`config.mk`:
```
export PLATFORM = sky130hd
export DESIGN_NAME = instr_encoder
export DESIGN_NICKNAME = d
export VERILOG_FILES = /design/src/rtl/instr_encoder.sv
export SDC_FILE = /design/constraint.sdc
export NUM_CORES = 1
export LEC_CHECK = 0
export BUFFER_PORTS_ARGS = -buffer_cell sky130_fd_sc_hd__clkbuf_2
export CELL_PAD_IN_SITES_DETAIL_PLACEMENT = 1
export CELL_PAD_IN_SITES_GLOBAL_PLACEMENT = 1
export CORE_MARGIN = 1
export CORE_UTILIZATION = 38
export DETAILED_ROUTE_END_ITERATION = 8
export GPL_TIMING_DRIVEN = 0
export PLACE_DENSITY = 0.75
export SKIP_LAST_GASP = 1
export SLEW_MARGIN = 20
export SYNTH_ARGS = -nofsm -noshare
export SYNTH_HDL_FRONTEND = slang
export SYNTH_SLANG_ARGS = --single-unit
```
`constraint.sdc`:
```
create_clock -name clk -period 2.3 [get_ports clk]
set_input_delay 0.115 -clock clk [delete_from_list [all_inputs] [get_ports clk]]
set_output_delay 0.115 -clock clk [all_outputs]
set_load 0.02 [all_outputs]
```
`src/rtl/instr_encoder.sv`:
```
// RV32I field-to-word encoder; 2-cycle latency, 1/cycle, O holds on !out_ready and E stalls behind it.
// Define ENCODER_RANGE_CHECK_EN to flag immediates that do not fit their format as illegal.
package control_pkg;
    typedef enum logic [3:0] {
        ALU_ADD  = 4'd0,
        ALU_SUB  = 4'd1,
        ALU_SLL  = 4'd2,
        ALU_SLT  = 4'd3,
        ALU_SLTU = 4'd4,
        ALU_XOR  = 4'd5,
        ALU_SRL  = 4'd6,
        ALU_SRA  = 4'd7,
        ALU_OR   = 4'd8,
        ALU_AND  = 4'd9
    } alu_op_e;
endpackage

module instr_encoder
    import control_pkg::*;
#(
    parameter int DEPTH  = 256,
    parameter int ADDR_W = $clog2(DEPTH)
) (
    input  logic              clk,
    input  logic              rst,
    input  logic              flush,
    input  logic              in_valid,
    output logic              in_ready,
    input  logic [3:0]        in_fmt,
    input  alu_op_e           in_alu_op,
    input  logic [2:0]        in_funct3,
    input  logic [4:0]        in_rd,
    input  logic [4:0]        in_rs1,
    input  logic [4:0]        in_rs2,
    input  logic [31:0]       in_imm,
    output logic              out_valid,
    input  logic              out_ready,
    output logic [31:0]       out_instr,
    output logic [ADDR_W-1:0] out_addr,
    output logic              out_illegal
);
    localparam logic [31:0]       NOP       = 32'h0000_0013;
    localparam logic [ADDR_W-1:0] ADDR_LAST = ADDR_W'(DEPTH - 1);

    localparam logic [3:0] FMT_R = 4'd0, FMT_I = 4'd1, FMT_LOAD = 4'd2, FMT_STORE = 4'd3,
                           FMT_BRANCH = 4'd4, FMT_JAL = 4'd5, FMT_JALR = 4'd6,
                           FMT_LUI = 4'd7, FMT_AUIPC = 4'd8, FMT_SYSTEM = 4'd9;

    localparam logic [6:0] OP_R = 7'b0110011, OP_IMM = 7'b0010011, OP_LOAD = 7'b0000011,
                           OP_STORE = 7'b0100011, OP_BRANCH = 7'b1100011, OP_JAL = 7'b1101111,
                           OP_JALR = 7'b1100111, OP_LUI = 7'b0110111, OP_AUIPC = 7'b0010111;

    typedef struct packed {
        logic [3:0]  fmt;
        alu_op_e     op;
        logic [2:0]  f3;
        logic [4:0]  rd;
        logic [4:0]  rs1;
        logic [4:0]  rs2;
        logic [31:0] imm;
    } req_t;

    req_t        e_req;
    logic        e_vld;
    logic        e_adv;
    logic        accept;
    logic [31:0] e_imm;
    logic [2:0]  f3_alu;
    logic        is_shift;
    logic        alt_f7;
    logic        bad_fmt;
    logic        bad_rng;
    logic [31:0] enc_raw;
    logic [31:0] enc_instr;
    logic        enc_illegal;

    assign e_adv    = e_vld && (!out_valid || out_ready);
    assign in_ready = !e_vld || e_adv;
    assign accept   = in_valid && in_ready;
    assign e_imm    = e_req.imm;

    always_ff @(posedge clk) begin
        if (rst) begin
            e_vld       <= 1'b0;
            e_req       <= '0;
            out_valid   <= 1'b0;
            out_instr   <= NOP;
            out_illegal <= 1'b0;
            out_addr    <= '0;
        end else if (flush) begin
            e_vld     <= 1'b0;
            out_valid <= 1'b0;
            out_addr  <= '0;
        end else begin
            if (out_valid && out_ready)
                out_addr <= (out_addr == ADDR_LAST) ? '0 : out_addr + 1'b1;
            if (accept) begin
                e_vld <= 1'b1;
                e_req <= '{fmt: in_fmt, op: in_alu_op, f3: in_funct3, rd: in_rd,
                           rs1: in_rs1, rs2: in_rs2, imm: in_imm};
            end else if (e_adv) begin
                e_vld <= 1'b0;
            end
            if (e_adv) begin
                out_valid   <= 1'b1;
                out_instr   <= enc_instr;
                out_illegal <= enc_illegal;
            end else if (out_ready) begin
                out_valid <= 1'b0;
            end
        end
    end

    // alt_f7 selects funct7=0100000 (SUB in R form, SRA in both forms)
    always_comb begin
        f3_alu   = 3'b000;
        is_shift = 1'b0;
        alt_f7   = 1'b0;
        case (e_req.op)
            ALU_SUB:  alt_f7 = 1'b1;
            ALU_SLL:  begin f3_alu = 3'b001; is_shift = 1'b1; end
            ALU_SLT:  f3_alu = 3'b010;
            ALU_SLTU: f3_alu = 3'b011;
            ALU_XOR:  f3_alu = 3'b100;
            ALU_SRL:  begin f3_alu = 3'b101; is_shift = 1'b1; end
            ALU_SRA:  begin f3_alu = 3'b101; is_shift = 1'b1; alt_f7 = 1'b1; end
            ALU_OR:   f3_alu = 3'b110;
            ALU_AND:  f3_alu = 3'b111;
            default:  f3_alu = 3'b000;
        endcase
    end

    always_comb begin
        enc_raw = NOP;
        bad_fmt = 1'b0;
        case (e_req.fmt)
            FMT_R:
                enc_raw = {(alt_f7 ? 7'b0100000 : 7'b0), e_req.rs2, e_req.rs1, f3_alu, e_req.rd, OP_R};
            FMT_I:
                if (e_req.op == ALU_SUB)
                    bad_fmt = 1'b1;
                else if (is_shift)
                    enc_raw = {(alt_f7 ? 7'b0100000 : 7'b0), e_imm[4:0], e_req.rs1, f3_alu, e_req.rd, OP_IMM};
                else
                    enc_raw = {e_imm[11:0], e_req.rs1, f3_alu, e_req.rd, OP_IMM};
            FMT_LOAD:
                enc_raw = {e_imm[11:0], e_req.rs1, e_req.f3, e_req.rd, OP_LOAD};
            FMT_STORE:
                enc_raw = {e_imm[11:5], e_req.rs2, e_req.rs1, e_req.f3, e_imm[4:0], OP_STORE};
            FMT_BRANCH:
                enc_raw = {e_imm[12], e_imm[10:5], e_req.rs2, e_req.rs1, e_req.f3,
                           e_imm[4:1], e_imm[11], OP_BRANCH};
            FMT_JAL:
                enc_raw = {e_imm[20], e_imm[10:1], e_imm[11], e_imm[19:12], e_req.rd, OP_JAL};
            FMT_JALR:
                enc_raw = {e_imm[11:0], e_req.rs1, 3'b000, e_req.rd, OP_JALR};
            FMT_LUI:
                enc_raw = {e_imm[31:12], e_req.rd, OP_LUI};
            FMT_AUIPC:
                enc_raw = {e_imm[31:12], e_req.rd, OP_AUIPC};
            FMT_SYSTEM:
                enc_raw = e_imm[0] ? 32'h0010_0073 : 32'h0000_0073;
            default:
                bad_fmt = 1'b1;
        endcase
    end

`ifdef ENCODER_RANGE_CHECK_EN
    logic fits_i;
    logic fits_b;
    logic fits_j;

    // A value fits N signed bits when everything above bit N-1 copies the sign bit.
    assign fits_i = (e_imm[31:11] == '0) || (e_imm[31:11] == '1);
    assign fits_b = ((e_imm[31:12] == '0) || (e_imm[31:12] == '1)) && !e_imm[0];
    assign fits_j = ((e_imm[31:20] == '0) || (e_imm[31:20] == '1)) && !e_imm[0];

    always_comb begin
        bad_rng = 1'b0;
        case (e_req.fmt)
            FMT_I:                       bad_rng = is_shift ? (e_imm[31:5] != '0) : !fits_i;
            FMT_LOAD, FMT_STORE, FMT_JALR: bad_rng = !fits_i;
            FMT_BRANCH:                  bad_rng = !fits_b;
            FMT_JAL:                     bad_rng = !fits_j;
            FMT_LUI, FMT_AUIPC:          bad_rng = (e_imm[11:0] != '0);
            default:                     bad_rng = 1'b0;
        endcase
    end
`else
    assign bad_rng = 1'b0;
`endif

    assign enc_illegal = bad_fmt || bad_rng;
    assign enc_instr   = enc_illegal ? NOP : enc_raw;
endmodule
```
==> out/summary.txt <==
DRT antenna net count = 0
clk slew on worst S/H paths = 0.07 ns
IO Port Bufs = 103
Total Routing Usage GR = 0.2646
CTS Buf Count = 9
worst r2r dst = out_instr[29]$_SDFFE_PP0P_
max_cap viols = 0
Seq pwr share = 0.486
EDFF count, synth = 0
Final nets = 759
vias = 4,503
Die W = 108.7 µm
Hold Crit Start = in_imm[21]
RSZ-0062 raised after global routing = yes
outcome = finished clean
post-synth top area share = 0.4585
Static Leak = 2.191 nW
final setup fails = 0
final instance area = 5675 µm²
switching pwr = 0.9468 mW
endpoints failing hold = 0
FF-to-FF path depth = 6
Total Power = 3.710 mW
hpwl dp = 10.68 mm
CTS Sinks = 99
root buf cell = clkbuf_16
worst-path fanout max = 10
CP cell instances = nor2b_1 -> nor3b_2 -> o311ai_4 -> buf_4 -> a21o_1 -> a31oi_1
total placed cells including tap cells = 788
hold path depth = 3
vias in the first global route = 4,465
internal cell power = 2.764 mW
ys flop type = dfxtp_1
CP peak stage delay = 0.71 ns
Ys Warns = 0
# diodes = 0
grt peak-use layer = met2
drt first pass iters = 6
Least-Margin Pin Slew = 0.8482 ns
PwrDens = 653.8 nW/µm²
DRC = 0
r2r setup slk = 0.09 ns
Worst Path Arrival = 2.48 ns
Sw Share = 0.2552
Die ar. = 11,810 µm²
CP required = 2.57 ns
CP top delay family = simple AND/OR/NAND/NOR gates
placed cell areas = 5017 µm²
clk_lat worst skew = 0.35 ns
Synth area leader = dfxtp_1
layout cell share with drive strength beyond 1 = 0.2246
Ports = 106
met1 Track Usage GR = 0.3589
vias per inst = 5.367
maximum vdd drop = 0.0003872 V
Comb power frac = 0.118
Netlist cell types = 53
Rows = 38
Non-Filler Instances = 839
largest net degree at the start of global routing = 15
CP startpoint kind = flop
CORE AREA = 10,980 µm²
endpoint class of the critical path = flop
Slew HR = 0.4320
WL final = 15.03 mm
met2 GRT Util = 0.4231
CP Class = reg -> reg
ys async rst share = 0
met3 track demand over resource = 0.03467
first-pass GRT wire length = 23.32 mm
wire per inst = 17.92 µm
Synth-to-Final Area Change = 31.29%
slowest CP cell = nor3b_2
Die H = 108.7 µm
most frequent cells in the layout = 163 x nand2_1, 105 x clkbuf_2, 99 x dfxtp_1
Tmin final = 2.211 ns
RePlAce Congestion = 0.9096
power share of the clock group = 0.396
initial antenna violation count = 0
synthesized area = 4323 µm²
Worst Hold Endpoint = e_imm[21]$_SDFFE_PP0P_
synth top area cells = dfxtp_1 46%, nand2_1 14%, a21oi_1 8.1%, a222oi_1 2.5%, o21ai_2 2.4%
Clock Path Buffers = 2
cell count after synthesis = 544
R2R Path Start = out_valid$_SDFFE_PP0P_
GRT overflow = 0
skew final = 0.005597 ns
fillers = 1,381
starting density of the core = 0.3936
fin crit share = 0.9612
Syn Area/Cell = 7.946 µm²
htree depth = 3
Hold Crit Class = in -> reg
Yosys reg bits = 99
Final Slew Violations = 0
Max Fclk = 452.3 MHz
First DRT Iteration DRCs = 309
Worst Path Buf+Inv = 1
most common cell after layout, fill and taps aside = nand2_1
Hold Slack = 0.001977 ns
sequential share of the synthesized area = 0.4585
CTS tree = built
## flip-flops by register name, indices dropped and copies added (netlist names)
name         count
out_valid        1
out_addr         8
out_instr       30
e_req           26
e_vld            1
out_illegal      1
e_imm           32
## repair_timing
item,CTS,global route
buffers inserted,0,0
hold buffers,36,0
setup endpoints to repair,0,23
resized for setup,0,7
endpoints found under the hold margin,36,0
## final cells by class
cell class                      instances  area, µm²  area share
Inverter                                7      26.28    0.004630
Tap cell                              140      175.2     0.03086
Clock buffer                           14      274.0     0.04828
Sequential cell                        99       1982      0.3492
Multi-Input combinational cell        394       2122      0.3739
Clock inverter                          1      7.507    0.001323
Timing Repair Buffer                  139      875.8      0.1543
Buffer                                 45      212.7     0.03748
## power by group through the flow
stage	combinational [mW]	clock, mW	sequential, mW
6_report	0.439	1.47	1.80
5_1_grt	0.480	1.56	1.81
4_1_cts	0.429	1.49	1.80
3_5_place_dp	0.378	0	1.84
3_3_place_gp	0.367	0	1.84
2_1_floorplan	0.224	0	1.83
## through the flow
stage / TNS (ns) / util / worst slack (ns)
after floorplan: 0 / - / 0.4197
after global placement: 0 / 0.4568 / 0.1380
after detailed placement: 0 / 0.4568 / 0.07056
after CTS: 0 / 0.5153 / 0.02907
after global routing: -0.04687 / 0.5167 / -0.02340
final: 0 / 0.5167 / 0.08919
## cells in the mapped netlist, types with 4 or more instances
| library cell | instances |
|---|---|
| clkbuf_1 | 27 |
| nor2_1 | 21 |
| a211oi_1 | 8 |
| buf_4 | 4 |
| inv_1 | 7 |
| a21o_1 | 5 |
| a31oi_1 | 6 |
| dfxtp_1 | 99 |
| nor2b_1 | 7 |
| a21oi_1 | 70 |
| buf_2 | 9 |
| nand2b_1 | 5 |
| a221oi_1 | 5 |
| a22oi_1 | 6 |
| o21ai_2 | 12 |
| o21ai_0 | 19 |
| nand2_1 | 163 |
| a222oi_1 | 11 |
| xnor2_1 | 6 |
| nand3_1 | 5 |
## metal layers
metal  vias up  share of wire
met2       141           0.46
met3        24          0.048
li1       2170              -
met1      2168           0.46
met5         -              0
met4         0          0.024
## kinds of logic after synthesis
family | count (synthesis) | synth area share
adder cells (fa/ha/maj) | 1 | 0.002894
flip-flops | 99 | 0.4585
XOR/XNOR | 9 | 0.01824
multiplexers | 3 | 0.007236
AND/OR/NAND/NOR | 223 | 0.2208
AO/OA/AOI/OAI | 156 | 0.2368
other | 1 | 0.0008675
buffers and inverters | 52 | 0.05470
## worst max-delay path by stage
stage / startpoint / endpoint / depth (start not counted)
floorplan: out_valid$_SDFFE_PP0P_ / e_imm[0]$_SDFFE_PP0P_ / 8
global placement: e_req[56]$_SDFFE_PP0P_ / out_instr[30]$_SDFFE_PP0P_ / 6
detailed placement: out_valid$_SDFFE_PP0P_ / e_imm[5]$_SDFFE_PP0P_ / 7
CTS: e_req[56]$_SDFFE_PP0P_ / out_instr[26]$_SDFFE_PP0P_ / 5
global route: out_valid$_SDFFE_PP0P_ / out_instr[29]$_SDFFE_PP0P_ / 6
finish: out_valid$_SDFFE_PP0P_ / out_instr[29]$_SDFFE_PP0P_ / 6
## tightest hold or removal path, cell delays in order
cell and delay, ns:
clkbuf_2 0.09, nand2_1 0.05, a21oi_1 0.05
No activity file was read; power rests on OpenSTA's default activity.
